===== config.mk =====
export PLATFORM = sky130hd
export DESIGN_NAME = score_keeper_flat
export DESIGN_NICKNAME = d
export VERILOG_FILES = /design/src/rtl/score_keeper_if.sv /design/src/rtl/score_keeper.sv /design/src/flat_wrapper.sv
export SDC_FILE = /design/constraint.sdc
export NUM_CORES = 1
export LEC_CHECK = 0
export ABC_AREA = 1
export BUFFER_PORTS_ARGS = -buffer_cell sky130_fd_sc_hd__buf_4
export CAP_MARGIN = 5
export CORE_MARGIN = 2
export CORE_UTILIZATION = 51
export CTS_CLUSTER_SIZE = 25
export DETAILED_ROUTE_END_ITERATION = 16
export GPL_TIMING_DRIVEN = 0
export PLACE_DENSITY_LB_ADDON = 0.15
export SLEW_MARGIN = 40
export SYNTH_ARGS = -nofsm -noshare
export SYNTH_HDL_FRONTEND = slang
export SYNTH_SLANG_ARGS = --single-unit

===== constraint.sdc =====
create_clock -name clk_i -period 1.45 [get_ports clk_i]
set_clock_uncertainty 0.2 [all_clocks]
set_input_delay 0.145 -clock clk_i [delete_from_list [all_inputs] [get_ports clk_i]]
set_output_delay 0.145 -clock clk_i [all_outputs]
set_load 0.03 [all_outputs]

===== src/rtl/score_keeper_if.sv =====
// rtl/score_keeper_if.sv - goal/frame inputs and score/serve outputs of the match score tracker
interface score_keeper_if #(
  parameter int M_SCORE_W = 4
);
  logic                 frame_tick_i;
  logic                 goal_player_i;
  logic                 goal_enemy_i;
  logic                 start_i;
  logic [M_SCORE_W-1:0] player_score_o;
  logic [M_SCORE_W-1:0] enemy_score_o;
  logic                 serve_o;
  logic                 freeze_o;
  logic                 game_over_o;
  logic                 player_won_o;

  modport master (
    output frame_tick_i, goal_player_i, goal_enemy_i, start_i,
    input  player_score_o, enemy_score_o, serve_o, freeze_o, game_over_o, player_won_o
  );

  modport slave (
    input  frame_tick_i, goal_player_i, goal_enemy_i, start_i,
    output player_score_o, enemy_score_o, serve_o, freeze_o, game_over_o, player_won_o
  );
endinterface


===== src/rtl/score_keeper.sv =====
// rtl/score_keeper.sv - match score tracker: goal counting, serve delay and game-over hold
module score_keeper #(
  parameter int M_SCORE_W    = 4,
  parameter int WIN_SCORE    = 9,
  parameter int SERVE_FRAMES = 60
) (
  input logic            clk_i,
  input logic            rst_ni,
  score_keeper_if.slave  sk
);
  localparam int CNT_W = $clog2(SERVE_FRAMES + 1);

  typedef enum logic [1:0] {SERVE_WAIT, PLAY, GAME_OVER} state_t;

  state_t               r_state, w_state_n;
  logic [CNT_W-1:0]     r_cnt, w_cnt_n;
  logic [M_SCORE_W-1:0] r_player, r_enemy, w_player_n, w_enemy_n;
  logic [M_SCORE_W-1:0] w_player_inc, w_enemy_inc;
  logic                 r_serve, w_serve_n;
  logic                 r_freeze, w_freeze_n;
  logic                 r_game_over, w_game_over_n;
  logic                 r_player_won, w_player_won_n;

  assign w_player_inc = r_player + M_SCORE_W'(1);
  assign w_enemy_inc  = r_enemy + M_SCORE_W'(1);

  always_ff @(posedge clk_i or negedge rst_ni) begin
    if (!rst_ni) begin
      r_state      <= SERVE_WAIT;
      r_cnt        <= '0;
      r_player     <= '0;
      r_enemy      <= '0;
      r_serve      <= 1'b0;
      r_freeze     <= 1'b1;
      r_game_over  <= 1'b0;
      r_player_won <= 1'b0;
    end else begin
      r_state      <= w_state_n;
      r_cnt        <= w_cnt_n;
      r_player     <= w_player_n;
      r_enemy      <= w_enemy_n;
      r_serve      <= w_serve_n;
      r_freeze     <= w_freeze_n;
      r_game_over  <= w_game_over_n;
      r_player_won <= w_player_won_n;
    end
  end

  always_comb begin
    w_state_n      = r_state;
    w_cnt_n        = r_cnt;
    w_player_n     = r_player;
    w_enemy_n      = r_enemy;
    w_serve_n      = 1'b0;
    w_freeze_n     = r_freeze;
    w_game_over_n  = r_game_over;
    w_player_won_n = r_player_won;

    // start overrides everything, including a goal in the same cycle
    if (sk.start_i) begin
      w_state_n      = SERVE_WAIT;
      w_cnt_n        = '0;
      w_player_n     = '0;
      w_enemy_n      = '0;
      w_freeze_n     = 1'b1;
      w_game_over_n  = 1'b0;
      w_player_won_n = 1'b0;
    end else begin
      case (r_state)
        SERVE_WAIT: begin
          w_freeze_n = 1'b1;
          if (sk.frame_tick_i) begin
            if (r_cnt == CNT_W'(SERVE_FRAMES - 1)) begin
              w_cnt_n    = '0;
              w_serve_n  = 1'b1;
              w_freeze_n = 1'b0;
              w_state_n  = PLAY;
            end else begin
              w_cnt_n = r_cnt + CNT_W'(1);
            end
          end
        end
        PLAY: begin
          w_freeze_n = 1'b0;
          if (sk.goal_player_i && !sk.goal_enemy_i) begin
            w_player_n = w_player_inc;
            w_freeze_n = 1'b1;
            if (w_player_inc == M_SCORE_W'(WIN_SCORE)) begin
              w_state_n      = GAME_OVER;
              w_game_over_n  = 1'b1;
              w_player_won_n = 1'b1;
            end else begin
              w_state_n = SERVE_WAIT;
              w_cnt_n   = '0;
            end
          end else if (sk.goal_enemy_i && !sk.goal_player_i) begin
            w_enemy_n  = w_enemy_inc;
            w_freeze_n = 1'b1;
            if (w_enemy_inc == M_SCORE_W'(WIN_SCORE)) begin
              w_state_n      = GAME_OVER;
              w_game_over_n  = 1'b1;
              w_player_won_n = 1'b0;
            end else begin
              w_state_n = SERVE_WAIT;
              w_cnt_n   = '0;
            end
          end else if (sk.goal_player_i && sk.goal_enemy_i) begin
            // simultaneous goals replay the point without scoring
            w_state_n  = SERVE_WAIT;
            w_cnt_n    = '0;
            w_freeze_n = 1'b1;
          end
        end
        GAME_OVER: begin
          w_freeze_n    = 1'b1;
          w_game_over_n = 1'b1;
        end
        default: begin
          w_state_n = SERVE_WAIT;
        end
      endcase
    end
  end

  assign sk.player_score_o = r_player;
  assign sk.enemy_score_o  = r_enemy;
  assign sk.serve_o        = r_serve;
  assign sk.freeze_o       = r_freeze;
  assign sk.game_over_o    = r_game_over;
  assign sk.player_won_o   = r_player_won;
endmodule


===== src/flat_wrapper.sv =====
// flat-port wrapper written by rule: the top's interface ports become plain ports
module score_keeper_flat 
#(
  parameter int M_SCORE_W    = 4,
  parameter int WIN_SCORE    = 9,
  parameter int SERVE_FRAMES = 60
)
  (clk_i, rst_ni, sk_frame_tick_i, sk_goal_player_i, sk_goal_enemy_i, sk_start_i, sk_player_score_o, sk_enemy_score_o, sk_serve_o, sk_freeze_o, sk_game_over_o, sk_player_won_o);
  score_keeper_if #(.M_SCORE_W(M_SCORE_W)) sk_i ();
  input logic clk_i;
  input logic rst_ni;
  input wire logic [$bits(sk_i.frame_tick_i)-1:0] sk_frame_tick_i;
  input wire logic [$bits(sk_i.goal_player_i)-1:0] sk_goal_player_i;
  input wire logic [$bits(sk_i.goal_enemy_i)-1:0] sk_goal_enemy_i;
  input wire logic [$bits(sk_i.start_i)-1:0] sk_start_i;
  output wire logic [$bits(sk_i.player_score_o)-1:0] sk_player_score_o;
  output wire logic [$bits(sk_i.enemy_score_o)-1:0] sk_enemy_score_o;
  output wire logic [$bits(sk_i.serve_o)-1:0] sk_serve_o;
  output wire logic [$bits(sk_i.freeze_o)-1:0] sk_freeze_o;
  output wire logic [$bits(sk_i.game_over_o)-1:0] sk_game_over_o;
  output wire logic [$bits(sk_i.player_won_o)-1:0] sk_player_won_o;
  assign sk_i.frame_tick_i = sk_frame_tick_i;
  assign sk_i.goal_player_i = sk_goal_player_i;
  assign sk_i.goal_enemy_i = sk_goal_enemy_i;
  assign sk_i.start_i = sk_start_i;
  assign sk_player_score_o = sk_i.player_score_o;
  assign sk_enemy_score_o = sk_i.enemy_score_o;
  assign sk_serve_o = sk_i.serve_o;
  assign sk_freeze_o = sk_i.freeze_o;
  assign sk_game_over_o = sk_i.game_over_o;
  assign sk_player_won_o = sk_i.player_won_o;
  score_keeper #(.M_SCORE_W(M_SCORE_W), .WIN_SCORE(WIN_SCORE), .SERVE_FRAMES(SERVE_FRAMES)) u_core (.clk_i(clk_i), .rst_ni(rst_ni), .sk(sk_i));
endmodule

Yosys cells after proc, flatten, opt, wreduce, memory -nomap -nowiden
Cells that the tools add are included.
Widths: inputs -> output; s select.

storage, ports and cells
  register bits = 20
  word-level logic and storage cells = 94
  bits of input ports = 6
  output and inout port bits = 12

cells by class
  reduce and logical (&&, ||, !) cells = 20
  equal/unequal tests = 16
  add/sub/neg operators = 3
  muxes and demuxes = 47

operator list
  cell                 count
  $mux 6               8
  $mux 4               7
  $mux 1               20
  $mux 2               8
  $pmux 6 s2           1
  $reduce_and 4->1     3
  $reduce_bool 3->1    4
  $add 4x1->4 const B  2
  $eq 4x4->1 const B   2
  $ne 4x2->1 const B   2
  $ne 4x4->1 const B   2
  $add 6x1->6 const B  1
  $eq 6x6->1 const B   1
  $ne 3x3->1 const B   2
  $pmux 2 s3           1
  $reduce_bool 2->1    3
  $ne 5x2->1 const B   1
  $ne 5x4->1 const B   1
  $reduce_and 5->1     1
  $ne 2x2->1 const B   2
  $reduce_bool 4->1    1
  $logic_and 1x1->1    3
  $ne 3x2->1 const B   1
  $pmux 1 s3           1
  7 further kinds      8

Longest topological paths before layout
  depth in word-level cells = 7
  depth in mapped cells = 12
  gate-level depth less buffers = 12

Worst setup path after synthesis
OpenSTA, ideal clock, no wires.

  kind = flip-flop to flip-flop
  start = register u_core.r_player[1] (netlist: u_core.sk.player_score_o[1])
  end = register u_core.r_cnt[2]
  required time = 1133 ps
  setup time = 117 ps
  buffers on the path = 0
  data arrival time = 1435 ps
  cell stages (with the launch flop) = 11
  slack = -302 ps
  clock period less this slack = 1752 ps
  cells stage by stage = dfrtp_1 ha_1 inv_1 nand2_1 nand2_2 nor2_2 nand2_2 a21boi_2 nand2_2 nand3_1 nand2_1

on the way
  word-level cells in the longest chain between the ends = 4

ends and longest elaborated chain
  item                        RTL line            RTL
  from (decl)                 score_keeper.sv:17  logic [M_SCORE_W-1:0] r_player, r_enemy, w_player_n, w_enemy_n;
  from (signal assigned)      score_keeper.sv:40  r_player <= w_player_n;
  $add 4x1->4                 score_keeper.sv:24  assign w_player_inc = r_player + M_SCORE_W'(1);
  $eq 4x4->1                  score_keeper.sv:88  if (w_player_inc == M_SCORE_W'(WIN_SCORE)) begin
  $ne 4x4->1 (no line)        -
  $reduce_and 5->1 (no line)  -
  to (signal assigned)        score_keeper.sv:39  r_cnt <= w_cnt_n;
  to (decl)                   score_keeper.sv:16  logic [CNT_W-1:0] r_cnt, w_cnt_n;

No other way between the ends.
A chain may end at the register's enable or synchronous reset.

Worst setup path after layout
  start = register u_core.r_state[1]
  end = register u_core.r_cnt[3]

on the way
  word-level cells in the longest chain between the ends = 3
  elaborated cells between the ends (all ways) = 10
  those cells by class = eq/ne: 5; mux: 2; reduce/logical: 3

ends and longest elaborated chain
  item                                                  RTL line            RTL
  from (decl)                                           score_keeper.sv:15  state_t r_state, w_state_n;
  from (signal assigned)                                score_keeper.sv:38  r_state <= w_state_n;
  $eq 2x1->1 or $logic_not 2->1 (tied branches)         score_keeper.sv:69  case (r_state)
  $ne 5x4->1 (no line) (tied with other cells)          -
  $reduce_and 5->1 (no line) or $mux 6 (tied branches)  -

Several ways; a longest one is shown, not always the timed one.

==> flow_summary.yaml <==
yosys:
  ys_seq_elements: 20
  synthCells: 189
  ys_warn_count: 0
  synth-seq-area-share_pct: 35.1
  yosys.area.top_type: "dfrtp_1"
  synth_cell_types: 28
  synth_top_area_share_pct: 33.3
  synthTopCellsByArea: "dfrtp_1 (33%), nand2_1 (12%), ha_1 (11%)"
  synth_area_mm2: 0.00143
  syn_avg_cell_area_um2: 7.55
  synth_nets: 208
detailed_routing:
  drt_wl_total_um: 3770
  ant_nets: 0
  vias: 1411
  drtPass1Iterations: 6
  drc: 0
  wl_per_cell_um: 14.0
  vias_per_cell: 5.25
  drtIter0Drc: 87
finish:
  nNetsFinal: 258
  final_area_mm2: 0.00215
  drive_above_1_share_pct: 53.8
  syn_to_final_growth_pct: 50.7
  final_cell_mix: "buf_4 (35), nand2_1 (33), inv_1 (18), inv_2 (16), dfrtp_1 (15)"
  final_common_cell: "buf_4"
  antenna_cells: 0
placement:
  place_area_mm2: 0.00163
  place.gp.congestion: 0.832
  portBuffers: 16
  dp_hpwl_um: 2090
clock_network:
  cts_root_buf: "clkbuf_4"
  numCtsBuffers: 3
  cts-htree-levels: 1
  cts_sinks: 20
  cts_tree: "yes"
  clock_latency_ps: 310
  cts_buffer_depth: 2
  clkTransAtPathRegs_ps: 120
die:
  rows: 19
  dieArea_mm2: 0.00324
  start_util_pct: 52.7
  dieHeight_um: 56.9
  core_area_mm2: 0.00271
  ioPinCount: 18
  die_width_um: 56.9
timing:
  fin_crit_ps: 1750
  drv_slew: 0
  timing.fmax_mhz: 572
  layout_setup_ws_ps: -299
  worst_pin_slew_ps: 316
  post-route-period-util_pct: 121
  rsz0062_at_grt: "yes"
  hold_ws_ps: 21.0
  finalHoldViolations: 0
  max_slew_margin_pct: 78.9
  setup_violations: 19
critical_path:
  crit_slowest_cell: "dfrtp_1"
  path_depth: 10
  r2r_cells: 10
  crit_path_cell_trace: "inv_2 > ha_4 > inv_4 > nor2_4 > nand3_2 > inv_2 > nor2_8 > buf_4 > nand3_1 > nand2_1"
  crit_buf_inv: 4
  critPathCaptureType: "flip-flop"
  cp.required_ps: 1460
  critPathMaxStageDelay_ps: 420
  crit_family: "buffers and inverters"
  critPathMaxFanout: 6
  crit_arrival_ps: 1760
  crit_type: "flip-flop to flip-flop"
  crit_path_frequent_cell: "inv_2"
  startpoint_type: "flip-flop"
run:
  maxCapViolCount: 0
power:
  ir_drop_mv: 1.23
  p_leak_uw: 0.00106
  p_per_area_mw_per_mm2: 1210
run_status:
  status: "finished, violations left"
  violations: "setup timing"
global_route:
  grt_usage_pct: 23.9
  grt_max_degree: 21
  grt_pass1_vias: 1361
  antenna_found_initial: 0
  grt_overflow: 0
  grt_pass1_wl_um: 6020
worst_hold_path:
  holdPathStages: 4
  min_path_type: "input port to flip-flop"
-- layout make-up --
cell class              instances  area [um^2]
fillers                       174          558
well taps                      31         38.8
multi-input cells             131         1050
plain buffers                   1         11.3
repair buffers                 45          372
inverters                      37          146
clock buffers                   4         26.3
flip-flops and latches         20          507
-- synthesized netlist by cell type --
library cell,instances
inv_1,32
a21oi_2,2
nand2_2,5
o22ai_2,1
nand3_2,1
o32ai_1,1
xnor2_1,2
a31oi_1,1
xor2_1,2
buf_6,1
dfstp_2,1
o22ai_1,1
nor2_1,19
nor2_8,1
nand2_1,44
nor3_1,1
nand3_1,17
o2bb2ai_1,1
nand4_1,3
o21ai_0,7
a21oi_1,1
ha_1,13
nor2_4,2
dfrtp_1,19
inv_2,5
nand4_2,1
a21boi_2,1
nor2_2,4
-- repair_timing --
action	4_1_cts	5_1_grt
setup buffers	18	9
endpoints found under the hold margin	24	0
resized for setup	44	36
setup endpoints to repair	18	23
pin swaps	21	15
gates cloned	0	0
hold buffers	3	0
-- through the flow --
stage	util [%]	worst slack, ps	setup TNS (ps)	power (uW)	std cells
6_report	79.4	-299	-3590	2590	269
5_1_grt	79.4	-361	-4740	2760	269
4_1_cts	72.1	-231	-2560	2330	261
3_5_place_dp	60.0	-307	-3260	1630	236
3_3_place_gp	60.0	-258	-2470	1610	236
2_1_floorplan	-	-160	-1330	1420	189
-- path summary, 6_finish.rpt --
kind	from	endpoint	slack (ps)
max	u_core.r_state[1]	u_core.r_cnt[3]	-300
min	sk_start_i	u_core.sk.enemy_score_o[2]	20
max reg2reg	u_core.r_state[1]	u_core.r_cnt[3]	-300
min reg2reg	u_core.sk.game_over_o	u_core.sk.game_over_o	300
max in group asynchronous	rst_ni	u_core.sk.freeze_o	740
min in group asynchronous	rst_ni	u_core.r_cnt[4]	40
-- layer usage --
metal | GRT usage (%) | part of all wire [%] | wire length (um)
met4 | 9.63 | 2.4 | 90
met5 | 0 | 0 | 0
met2 | 40.7 | 53 | 1990
met3 | 4.15 | 3.3 | 126
met1 | 29.8 | 42 | 1570
-- logic make-up after synthesis --
logic type | share of synthesized area (%)
simple gates | 32.7
buf+inv | 10.5
flops | 35.1
compound gates | 7.80
fa+ha+maj | 11.4
xor+xnor | 2.45
-- sequential cells by signal, indices dropped and copies added, names as in the netlist --
name	flops
u_core.r_cnt	6
u_core.sk.enemy_score_o	4
u_core.sk.player_score_o	4
u_core.r_state	2
u_core.sk.freeze_o	1
u_core.sk.game_over_o	1
u_core.sk.player_won_o	1
u_core.sk.serve_o	1
-- worst min-delay path, stage by stage --
cell and delay (ps):
buf_6 140, a31oi_4 60, inv_4 80, o2bb2ai_4 60
-- power breakdown --
part | switching, uW | total, uW | internal [uW]
Combinational | 855 | 1560 | 705
Sequential | 84.5 | 742 | 658
Clock | 185 | 293 | 107
(Power assumes the default switching activity.)
